--- src/rtl/encoder4to2_rr.sv ---
// Pulse-request encoder: latches request pulses on four lines and grants them one at a
// time through a registered valid/ready port, with round-robin or fixed-priority selection.
module encoder4to2_rr #(
  parameter int RR_EN = 1
) (
  input  logic       clk,
  input  logic       rst_n,
  input  logic [3:0] D,
  input  logic       ready,
  output logic [1:0] A,
  output logic       valid,
  output logic [2:0] cnt,
  output logic       multi,
  output logic       ovf
);

  typedef enum logic {S_IDLE, S_GRANT} state_t;

  state_t     r_state, w_state_nxt;
  logic [3:0] r_pend;
  logic [1:0] r_ptr;
  logic [1:0] r_a;
  logic       r_ovf;
  logic       w_hs;
  logic [3:0] w_clr;
  logic [3:0] w_rem;
  logic [1:0] w_ptr_sel;
  logic [1:0] w_a_nxt;

  // Round-robin scans ptr, ptr+1, ... (2-bit wrap); fixed mode lets the highest index win.
  function automatic logic [1:0] f_sel(input logic [3:0] req, input logic [1:0] ptr);
    logic [1:0] idx;
    logic       found;
    f_sel = 2'd0;
    found = 1'b0;
    if (RR_EN != 0) begin
      for (int k = 0; k < 4; k++) begin
        idx = ptr + 2'(k);
        if (!found && req[idx]) begin
          f_sel = idx;
          found = 1'b1;
        end
      end
    end else begin
      for (int k = 0; k < 4; k++)
        if (req[k]) f_sel = 2'(k);
    end
  endfunction

  assign w_hs      = (r_state == S_GRANT) && ready;
  assign w_clr     = w_hs ? (4'b0001 << r_a) : 4'b0000;
  assign w_rem     = r_pend & ~w_clr;
  // Selection after a handshake uses the pointer value that the handshake produces.
  assign w_ptr_sel = w_hs ? (r_a + 2'd1) : r_ptr;

  always_ff @(posedge clk or negedge rst_n) begin
    if (!rst_n) begin
      r_state <= S_IDLE;
      r_a     <= 2'd0;
    end else begin
      r_state <= w_state_nxt;
      r_a     <= w_a_nxt;
    end
  end

  always_comb begin
    w_state_nxt = r_state;
    w_a_nxt     = r_a;
    case (r_state)
      S_IDLE: begin
        if (r_pend != 4'b0000) begin
          w_state_nxt = S_GRANT;
          w_a_nxt     = f_sel(r_pend, r_ptr);
        end
      end
      S_GRANT: begin
        if (ready) begin
          if (w_rem != 4'b0000) w_a_nxt = f_sel(w_rem, w_ptr_sel);
          else                  w_state_nxt = S_IDLE;
        end
      end
      default: w_state_nxt = S_IDLE;
    endcase
  end

  // A new pulse on a line that is still pending (and not leaving) is lost.
  always_ff @(posedge clk or negedge rst_n) begin
    if (!rst_n) begin
      r_pend <= 4'b0000;
      r_ptr  <= 2'd0;
      r_ovf  <= 1'b0;
    end else begin
      r_pend <= w_rem | D;
      if (w_hs)              r_ptr <= r_a + 2'd1;
      if ((D & w_rem) != 0)  r_ovf <= 1'b1;
    end
  end

  always_comb begin
    valid = (r_state == S_GRANT);
    A     = r_a;
    ovf   = r_ovf;
    cnt   = 3'd0;
    for (int k = 0; k < 4; k++) cnt = cnt + 3'(r_pend[k]);
    multi = (cnt > 3'd1);
  end

endmodule

--- config.mk ---
export PLATFORM = sky130hd
export DESIGN_NAME = encoder4to2_rr
export DESIGN_NICKNAME = d
export VERILOG_FILES = /design/src/rtl/encoder4to2_rr.sv
export SDC_FILE = /design/constraint.sdc
export NUM_CORES = 1
export LEC_CHECK = 0
export BUFFER_PORTS_ARGS = -buffer_cell sky130_fd_sc_hd__buf_2
export CAP_MARGIN = 20
export CORE_MARGIN = 3
export CORE_UTILIZATION = 50
export CTS_CLUSTER_SIZE = 30
export DETAILED_ROUTE_END_ITERATION = 6
export PLACE_DENSITY_LB_ADDON = 0.25
export SLEW_MARGIN = 15
export SYNTH_ARGS = -nofsm -noshare
export SYNTH_HDL_FRONTEND = slang
export SYNTH_SLANG_ARGS = --single-unit
--- constraint.sdc ---
create_clock -name clk -period 2.2 [get_ports clk]
set_input_delay 0.22 -clock clk [delete_from_list [all_inputs] [get_ports clk]]
set_output_delay 0.22 -clock clk [all_outputs]
set_load 0.05 [all_outputs]
==> key figures <==
Yosys
  • Mapped Nets: 103
  • Ys flop type: dfrtp_1
  • Syn_area_per_cell: between 9 and 10 um2
  • Cell taking the most area after synthesis: dfrtp_1
  • Synth Register Bits: 10
  • EDFF count, synth: 0
  • Synth warn: 0
  • Sequential share of the synthesized area: a little under a third
  • Mapped Cells: 87
  • Ranking of synthesized cells by area: dfrtp_1 (31%), ha_1 (13%), inv_1 (5.7%)
  • Synth cell types: 39
  • Ys async rst share: 100%
  • Synthesized area: about 800 um2
  • Top-area cell type share of the netlist area: roughly a third

Routing
  • Routed wire length: ~2100 um
  • First-pass DRT Iterations: 4
  • Vias: just over 700
  • Initial DRC Count: 24
  • Final ANT Viol Nets: 0
  • Drt drc: 0
  • Via density: just under 6
  • Post-DR wirelength/cell: 16.6 um

Placement
  • Placed Cells: roughly 120
  • GPL Wtd Cong: roughly 0.93
  • Port buffer count: 14
  • Pre-CTS setup slack: 0.138 ns
  • Area after DPL: between 800 and 900 um2
  • Post-DP HPWL: around 1500 um

Clock network
  • Total CTS buffers: 3
  • H-tree levels: 1
  • CTS tree: yes
  • CTS Root Cell: clkbuf_4
  • Worst-Skew Late Latency: ~0.27 ns
  • Clock-pin slew on the worst setup and hold paths: 0.07 ns
  • Maximum clock path buffer count: 2
  • # clock sinks: 10

Global route
  • M2 GR Usage: between 30% and 40%
  • Total track usage: 21.4%
  • Gr busiest metal: met2
  • Pin count of the biggest net entering global routing: 11
  • Grt ovf: 0
  • Vias in the first global route: roughly 670
  • Global-route wire length before repair: between 3000 and 4000 um
  • Initial antenna violation count: 0
  • Met3 GRT Util: under 10%
  • Global-route met1 utilization: 27.0%

STA
  • Worst Clk Skew: around 0.0026 ns
  • Relative slew margins: 74.0%
  • Worst slew pin tran: approximately 0.38 ns
  • Setup-violating endpoint count in the final report: 0
  • PnR worst setup slack: about 0.044 ns
  • Hold Vio Cnt, Final: 0
  • Max-slew violations: 0
  • Fmax: approximately 460 MHz
  • Final worst-path cycle share: roughly 100%
  • Min cycle time layout: between 2 and 2.5 ns

Power
  • LEAKAGE: around 0.48 nW
  • IR Drop Worst-Case VDD: 0.932 mV
  • Pwr Total: between 0.0015 and 0.002 W
  • Pwr/cell area: roughly 1500 nW/um2

Worst setup path
  • Worst r2r dst: A[1]
  • Worst Path Max Fanout: 3
  • R2R Path Start: A[0]
  • Worst setup EP type: primary output
  • Worst setup SP type: flop
  • Critical path class: reg2out
  • CP arrival: 1.94 ns
  • Worst R2R Path Depth: 7
  • Flop2flop setup slack: 0.11 ns
  • CP Data Required Time: about 2.0 ns

Final layout
  • Layout cells sized above 1: around 36%
  • Fillers: 112
  • Area delta synth->final: 23.7%
  • Antenna cell count: 0
  • Final Non-Filler Cells: around 130
  • Final net count: 127
  • Post-route cell area: between 900 and 1000 um2

Floorplan
  • I/O Pins: 15
  • Cell Rows: 13
  • Starting Density: between 50% and 60%
  • Die W: between 40 and 50 um
  • Core area: 1400 um2
  • Die Y-Extent: about 46 um
  • Die Footprint: 2110 um2

Min path
  • Hold Path Depth: 2
  • Hold_sp: D[3]
  • HP Class: in2reg
  • Hold Path End: r_pend[3]

Status
  • Status: complete, no violations

Run
  • Maxcap violations: 0
==> critical path, cell delays in order (launching register included) <==
cell and delay [ns]:
dfrtp_1 0.42, inv_2 0.11, fa_1 0.42, inv_1 0.07
ha_2 0.17, inv_1 0.06, ha_4 0.26, buf_6 0.14
==> registers in the layout, summed over array words and instances (netlist names) <==
name	count
r_pend	4
valid	1
r_ptr	2
A	2
ovf	1
==> how the worst max path moves through the flow <==
stage,from,end,slack [ns],cells after the start
2_1_floorplan,A[0],A[1],0.02,8
3_3_place_gp,r_pend[1],cnt[1],0.16,7
3_5_place_dp,r_pend[1],cnt[1],0.14,7
4_1_cts,r_pend[1],cnt[1],-0.009,7
5_1_grt,r_pend[1],cnt[1],-0.01,7
6_report,r_pend[3],cnt[1],0.04,7
==> where the power goes <==
| group | switching [W] | leakage (nW) | internal, W |
|---|---|---|---|
| Clock | 0.0000728 | 0.0210 | 0.000101 |
| Combinational | 0.000633 | 0.355 | 0.000378 |
| Sequential | 0.0000840 | 0.100 | 0.000245 |
==> through the flow <==
stage / util, % / setup TNS, ns / hold slack, ns
2_1_floorplan: - / 0 / -0.0756
3_3_place_gp: 63.1 / 0 / 0.0957
3_5_place_dp: 63.1 / 0 / 0.0953
4_1_cts: 67.3 / -0.00931 / 0.144
5_1_grt: 70.4 / -0.0140 / 0.147
6_report: 70.4 / 0 / 0.147
==> metal layers <==
layer	routed length [um]	up-vias
met2	1060	25
li1	-	353
met3	91	4
met4	12	0
met5	0	-
met1	917	344
==> timing repair <==
item	4_1_cts	5_1_grt
setup buffers	0	4
gates resized for setup	5	4
hold buffers	1	0
pin swaps	1	0
hold endpoints to repair	10	0
setup endpoints to repair	3	3
cloned	0	0
==> cell type report <==
cell class / count / area (um2) / share of cell area [%]
Timing Repair Buffer: 20 / 126 / 12.8
Multi-Input combinational cell: 63 / 500 / 50.8
Inverter: 13 / 48.8 / 4.96
Sequential cell: 10 / 254 / 25.8
Tap cell: 15 / 18.8 / 1.91
Clock buffer: 4 / 36.3 / 3.68
==> cell usage in the layout, fill, tap and decap left out, types with 2 or more instances in the layout <==
cell	netlist	final
dfrtp_2	0	3
nor4bb_1	2	2
a21o_1	2	2
buf_2	0	12
clkbuf_4	0	3
inv_2	1	4
o211ai_1	2	2
nor2_1	5	5
ha_1	8	6
nand2b_1	4	4
dfrtp_1	10	7
o21ai_0	2	2
buf_4	0	6
o22ai_1	2	2
a21oi_1	5	5
nand3_1	2	2
inv_1	12	9
nand2_1	5	5
==> synth_stat cells (2+ instances only) <==
master and number:
ha_1 8, nand3_1 2, o22ai_1 2, nor4bb_1 2, inv_1 12, a21oi_1 5
nor2_1 5, o21ai_0 2, nand2_1 5, dfrtp_1 10, nand2b_1 4, a21o_1 2
o211ai_1 2
==> cells by family after synthesis <==
family,after synthesis,share of synthesized area [%]
AOI/OAI and AO/OA,25,22.5
adders and majority gates,9,15.1
muxes,4,6.29
and+or+nand+nor,25,17.1
buffers and inverters,14,7.55
DFF,10,31.4
Note: power is estimated with default switching activity, not from simulation.
